<file path="src/rtl/tristate_bus_arbiter_if.sv">
// Requester-side and arbiter-side signal bundle for the shared tri-state pad bus.
interface tristate_bus_arbiter_if #(
  parameter int unsigned NREQ = 4,
  parameter int unsigned DW   = 8
);
  logic [NREQ-1:0]    req;
  logic [NREQ*DW-1:0] din;
  logic               force_z;
  logic [NREQ-1:0]    gnt;
  logic [DW-1:0]      bus_i;
  logic               bus_t;
  logic               busy;

  modport master (
    output req, din, force_z,
    input  gnt, bus_i, bus_t, busy
  );

  modport slave (
    input  req, din, force_z,
    output gnt, bus_i, bus_t, busy
  );
endinterface

</file>
<file path="src/rtl/tristate_bus_arbiter.sv">
// Round-robin owner selection for a shared OBUFT bank, with a high-Z turnaround
// gap after every release and an optional cap on consecutive drive cycles.
module tristate_bus_arbiter #(
  parameter int unsigned NREQ    = 4,
  parameter int unsigned DW      = 8,
  parameter int unsigned TURN    = 1,
  parameter int unsigned MAXHOLD = 16
) (
  input logic                  clk,
  input logic                  rst_n,
  tristate_bus_arbiter_if.slave bus
);
  localparam int unsigned OW = $clog2(NREQ);

  typedef enum logic [1:0] {ST_IDLE, ST_DRIVE, ST_TURN} state_t;

  state_t          state_q, state_d;
  logic [OW-1:0]   owner_q, owner_d;
  logic [OW-1:0]   last_q, last_d;
  logic [7:0]      hold_q, hold_d;
  logic [3:0]      turn_q, turn_d;
  logic [NREQ-1:0] gnt_q, gnt_d;
  logic            bus_t_q, bus_t_d;

  logic [OW-1:0]   sel;
  logic            sel_valid;
  int unsigned     idx;
  logic            release_now;
  logic [DW-1:0]   owner_data;

  // First requester after the last owner wins, so the previous owner goes last.
  always_comb begin
    sel       = '0;
    sel_valid = 1'b0;
    idx       = 0;
    for (int unsigned k = 1; k <= NREQ; k++) begin
      idx = int'(last_q) + k;
      if (idx >= NREQ) idx = idx - NREQ;
      if (!sel_valid && bus.req[OW'(idx)]) begin
        sel       = OW'(idx);
        sel_valid = 1'b1;
      end
    end
  end

  always_comb begin
    release_now = !bus.req[owner_q] || bus.force_z ||
                  ((MAXHOLD != 0) && (hold_q == 8'(MAXHOLD)));
  end

  always_comb begin
    state_d = state_q;
    owner_d = owner_q;
    last_d  = last_q;
    hold_d  = hold_q;
    turn_d  = turn_q;
    gnt_d   = gnt_q;
    bus_t_d = bus_t_q;
    unique case (state_q)
      ST_IDLE: begin
        gnt_d   = '0;
        bus_t_d = 1'b1;
        if (!bus.force_z && sel_valid) begin
          state_d      = ST_DRIVE;
          gnt_d[sel]   = 1'b1;
          bus_t_d      = 1'b0;
          owner_d      = sel;
          last_d       = sel;
          hold_d       = 8'd1;
        end
      end
      ST_DRIVE: begin
        if (release_now) begin
          gnt_d   = '0;
          bus_t_d = 1'b1;
          if (TURN != 0) begin
            state_d = ST_TURN;
            turn_d  = 4'd1;
          end else begin
            state_d = ST_IDLE;
          end
        end else if (hold_q != 8'hFF) begin
          hold_d = hold_q + 8'd1;
        end
      end
      ST_TURN: begin
        gnt_d   = '0;
        bus_t_d = 1'b1;
        if (turn_q == 4'(TURN)) state_d = ST_IDLE;
        else                    turn_d  = turn_q + 4'd1;
      end
      default: state_d = ST_IDLE;
    endcase
  end

  always_ff @(posedge clk or negedge rst_n) begin
    if (!rst_n) begin
      state_q <= ST_IDLE;
      owner_q <= '0;
      last_q  <= OW'(NREQ - 1);
      hold_q  <= '0;
      turn_q  <= '0;
      gnt_q   <= '0;
      bus_t_q <= 1'b1;
    end else begin
      state_q <= state_d;
      owner_q <= owner_d;
      last_q  <= last_d;
      hold_q  <= hold_d;
      turn_q  <= turn_d;
      gnt_q   <= gnt_d;
      bus_t_q <= bus_t_d;
    end
  end

  // Zero-latency data path; gated by the registered grant so a non-owner never leaks.
  always_comb begin
    owner_data = '0;
    for (int unsigned i = 0; i < NREQ; i++) begin
      if (owner_q == OW'(i)) owner_data = bus.din[i*DW +: DW];
    end
  end

  assign bus.bus_i = (|gnt_q) ? owner_data : '0;
  assign bus.gnt   = gnt_q;
  assign bus.bus_t = bus_t_q;
  assign bus.busy  = (state_q != ST_IDLE);
endmodule

</file>
<file path="src/flat_wrapper.sv">
// flat-port wrapper written by rule: the top's interface ports become plain ports
module tristate_bus_arbiter_flat 
#(
  parameter int unsigned NREQ    = 4,
  parameter int unsigned DW      = 8,
  parameter int unsigned TURN    = 1,
  parameter int unsigned MAXHOLD = 16
)
  (clk, rst_n, bus_req, bus_din, bus_force_z, bus_gnt, bus_bus_i, bus_bus_t, bus_busy);
  tristate_bus_arbiter_if #(.NREQ(NREQ), .DW(DW)) bus_i ();
  input logic clk;
  input logic rst_n;
  input wire logic [$bits(bus_i.req)-1:0] bus_req;
  input wire logic [$bits(bus_i.din)-1:0] bus_din;
  input wire logic [$bits(bus_i.force_z)-1:0] bus_force_z;
  output wire logic [$bits(bus_i.gnt)-1:0] bus_gnt;
  output wire logic [$bits(bus_i.bus_i)-1:0] bus_bus_i;
  output wire logic [$bits(bus_i.bus_t)-1:0] bus_bus_t;
  output wire logic [$bits(bus_i.busy)-1:0] bus_busy;
  assign bus_i.req = bus_req;
  assign bus_i.din = bus_din;
  assign bus_i.force_z = bus_force_z;
  assign bus_gnt = bus_i.gnt;
  assign bus_bus_i = bus_i.bus_i;
  assign bus_bus_t = bus_i.bus_t;
  assign bus_busy = bus_i.busy;
  tristate_bus_arbiter #(.NREQ(NREQ), .DW(DW), .TURN(TURN), .MAXHOLD(MAXHOLD)) u_core (.clk(clk), .rst_n(rst_n), .bus(bus_i));
endmodule
</file>
<file path="config.mk">
export PLATFORM = sky130hd
export DESIGN_NAME = tristate_bus_arbiter_flat
export DESIGN_NICKNAME = d
export VERILOG_FILES = /design/src/rtl/tristate_bus_arbiter_if.sv /design/src/rtl/tristate_bus_arbiter.sv /design/src/flat_wrapper.sv
export SDC_FILE = /design/constraint.sdc
export NUM_CORES = 1
export LEC_CHECK = 0
export ABC_AREA = 1
export CORE_UTILIZATION = 48
export CTS_CLUSTER_SIZE = 40
export DETAILED_ROUTE_END_ITERATION = 10
export GPL_ROUTABILITY_DRIVEN = 0
export PLACE_DENSITY = 0.79
export SYNTH_ARGS = -nofsm -noshare
export SYNTH_HDL_FRONTEND = slang
export SYNTH_SLANG_ARGS = --single-unit
</file>
<file path="constraint.sdc">
create_clock -name clk -period 2 [get_ports clk]
set_input_delay 0.4 -clock clk [delete_from_list [all_inputs] [get_ports clk]]
set_output_delay 0.4 -clock clk [all_outputs]
set_load 0.05 [all_outputs]
</file>
==> flow_summary_export.csv <==
group,metric,value,unit
outcome,outcome,"finished clean",
worst_setup_path,start_kind,"flop",
global_route,grt_pass1_wl,8.07,mm
timing,period_needed,1.99,ns
layout,fin_area,2700,sq um
worst_setup_path,crit_arrival,1.59,ns
synth,synth.avg_cell_area,6.71,sq um
floorplan,rows,22,
floorplan,dieArea,4110,sq um
routing,num_vias,2023,
synth,synth_top_area_cell,"dfrtp_1",
power,peakVddDrop,1080,uV
clock_tree,hold_buffers,0,
layout,syn_to_final_growth,45.6,%
placed_design,place_hpwl,3.81,mm
timing,drv_slew,0,
global_route,met3_usage,4.64,%
clock_tree,cts_tree,"done",
routing,antenna_left,0,
job,maxCapViolations,0,
clock_tree,numCtsBuffers,3,
layout,antennaDiodeCount,0,
power,p_seq_share,18.5,%
layout,drive_gt1_share,21.4,%
floorplan,pin_count,53,
power,power_switching,2.41,mW
synth,synth-seq-cells,23,
power,p_leak,1.33,nW
power,clkPwrFrac,6.5,%
timing,fin_setup_tns,0,ns
floorplan,die_w,64.1,um
power,swShare,54.5,%
worst_setup_path,critical_path_class,"reg -> out",
power,p_int,2.01,mW
synth,ys_seq_area_share,31.3,%
routing,drtIter0Drc,62,
hold_path,hold_path.class,"in -> async",
layout,fin_nets,395,
placed_design,dpl_cell_area,2460,sq um
timing,finClkSkew,0.00161,ns
routing,wl,5.19,mm
synth,syn_area,1850,sq um
global_route,grt_max_degree,24,
timing,slew_headroom,66.2,%
synth,synthCells,276,
worst_setup_path,worstSetupEndpointType,"output port",
clock_tree,insertion_delay,0.26,ns
worst_setup_path,crit_fanout,6,
placed_design,port_buffers,52,
routing,drt_pass1_iterations,5,
layout,post-route-util,73.1,%
worst_setup_path,cp_data_required_time,1.60,ns
global_route,grt_usage,24.8,%
global_route,grt_overflow,0,
routing,wl_per_cell,13.2,um
clock_tree,clockBufferDepth,2,
global_route,grtUsageMet1,32.3,%
timing,setup_viol,0,
synth,yosysWarnings,0,
global_route,antenna_found_initial,0,
floorplan,die_h,64.1,um
routing,drc_errors,0,
clock_tree,path_clk_slew,0.08,ns
global_route,use_met2,41.9,%
timing,rsz0062_at_grt,"true",
timing,fmax,0.502,GHz
timing,min_period_over_period,99.7,%
routing,vias_per_cell,5.13,
synth,synth_area_leaders,"dfrtp_1, nand2_1, ha_1, inv_1, nand3_1",
synth,syn_nets,324,
global_route,grt_pass1_vias,1804,
clock_tree,ctsRootBufferMaster,"clkbuf_8",
timing,hold_viol,0,
clock_tree,clock-sinks,23,
synth,netlist.area_leader.share,27.0,%
power,powerDensity,1640,nW/um^2
clock_tree,htreeDepth,1,
timing,worstMarginPinSlew,0.505,ns
floorplan,start_util,50.2,%
global_route,top_usage_layer,"met2",
power,combPwrFrac,75.0,%
floorplan,core_area,3690,sq um
synth,synth_cell_types,35,
power,power,4.42,mW
## per-stage QoR
| stage | instances | hold WS [ns] | setup WS [ns] |
|---|---|---|---|
| global route | 394 | 0.493 | -0.0615 |
| finish | 394 | 0.481 | 0.00699 |
| global placement | 378 | 0.511 | -0.0255 |
| floorplan | 276 | 0.104 | -0.328 |
| CTS | 386 | 0.481 | 0.000530 |
| detailed placement | 378 | 0.515 | -0.0817 |
## final cells by class
type / count / area [sq um]
Clock buffer: 3 / 41.3
Clock inverter: 1 / 5.00
Fill cell: 300 / 991
Inverter: 33 / 129
Multi-Input combinational cell: 217 / 1220
Sequential cell: 23 / 582
Tap cell: 48 / 60.1
Timing Repair Buffer: 69 / 661
## critical path, stage by stage, from the launching register on
cell and delay [ns]:
dfrtp_2 0.50, inv_4 0.13, nor2_4 0.05, inv_2 0.07, o221ai_2 0.11, a211oi_2 0.25
clkbuf_16 0.21
## metal layers
| metal | vias up | share of wire, % |
|---|---|---|
| met2 | 56 | 51 |
| met3 | 12 | 4.5 |
| met5 | - | 0 |
| li1 | 1030 | - |
| met4 | 0 | 2.0 |
| met1 | 925 | 43 |
## path summary, 6_finish.rpt
| kind | from | endpoint | slack, ns | cells after the start |
|---|---|---|---|---|
| min in group clk | u_core.bus.bus_t | u_core.bus.bus_t | 0.54 | 2 |
| worst max register to register | u_core.state_q[1] | u_core.hold_q[4] | 0.16 | 9 |
| worst min-delay path | rst_n | u_core.turn_q[2] | 0.48 | 2 |
| worst min register to register | u_core.bus.bus_t | u_core.bus.bus_t | 0.54 | 2 |
| max in group asynchronous | rst_n | u_core.bus.bus_t | 1.24 | 2 |
| worst max-delay path | u_core.owner_q[1] | bus_bus_i[4] | 0.007 | 6 |
## cells in the mapped netlist (all sizes together)
master	n
or2	3
a221o	1
dfrtp	20
clkinv	1
ha	9
o31ai	2
nand4	4
buf	3
nand3	21
nor3	4
inv	32
dfstp	3
nor4	1
a21oi	10
o221ai	2
a211oi	1
nand2	108
xnor2	1
nand3b	1
xor2	4
a31oi	1
nor2	25
o211ai	2
a221oi	1
o21ai	13
nor3b	3
## power by group through the flow
stage / Sequential, mW / Clock (mW) / Combinational [mW]
detailed placement: 0.809 / 0 / 2.88
global route: 0.835 / 0.319 / 3.60
CTS: 0.811 / 0.301 / 2.95
global placement: 0.804 / 0 / 2.85
finish: 0.818 / 0.287 / 3.32
floorplan: 0.861 / 0 / 1.97
## flip-flops by register name, summed over array words and instances (netlist names)
name	count
u_core.hold_q	8
u_core.state_q	2
u_core.bus.gnt	4
u_core.bus.bus_t	1
u_core.last_q	2
u_core.turn_q	4
u_core.owner_q	2
## cell families (layout without fill, tap and decap cells)
kind of cell	after synthesis	after routing	share of synthesized area [%]
simple gates	170	170	40.8
buf+inv	36	106	8.31
fa+ha+maj	9	9	6.08
xor+xnor	5	5	2.36
flops	23	23	31.3
compound gates	33	33	11.2
## layout by cell type, fill, tap and decap left out, types with 2 or more instances in the layout
master / count
inv_2: 5
nand2_1: 103
o31ai_1: 2
nor2_2: 2
o21ai_0: 8
clkbuf_8: 3
nor3_2: 3
buf_6: 2
dfrtp_1: 18
nand2_2: 2
dfrtp_2: 2
o211ai_1: 2
nor2_4: 3
nor3b_1: 3
nor2_1: 20
inv_4: 2
clkdlybuf4s50_1: 42
buf_4: 23
or2_2: 3
o221ai_2: 2
nand2_4: 3
a21oi_2: 4
xor2_1: 4
dfstp_2: 3
o21ai_1: 5
a21oi_1: 5
nand3_1: 20
inv_1: 25
ha_1: 8
nand4_1: 3
## repair_timing
| item | in CTS | in global routing |
|---|---|---|
| gates resized for setup | 6 | 25 |
| pin swaps | 1 | 6 |
| endpoints found under the setup margin | 8 | 18 |
| buffers inserted | 4 | 8 |
Note: power is estimated with default switching activity, not from simulation.
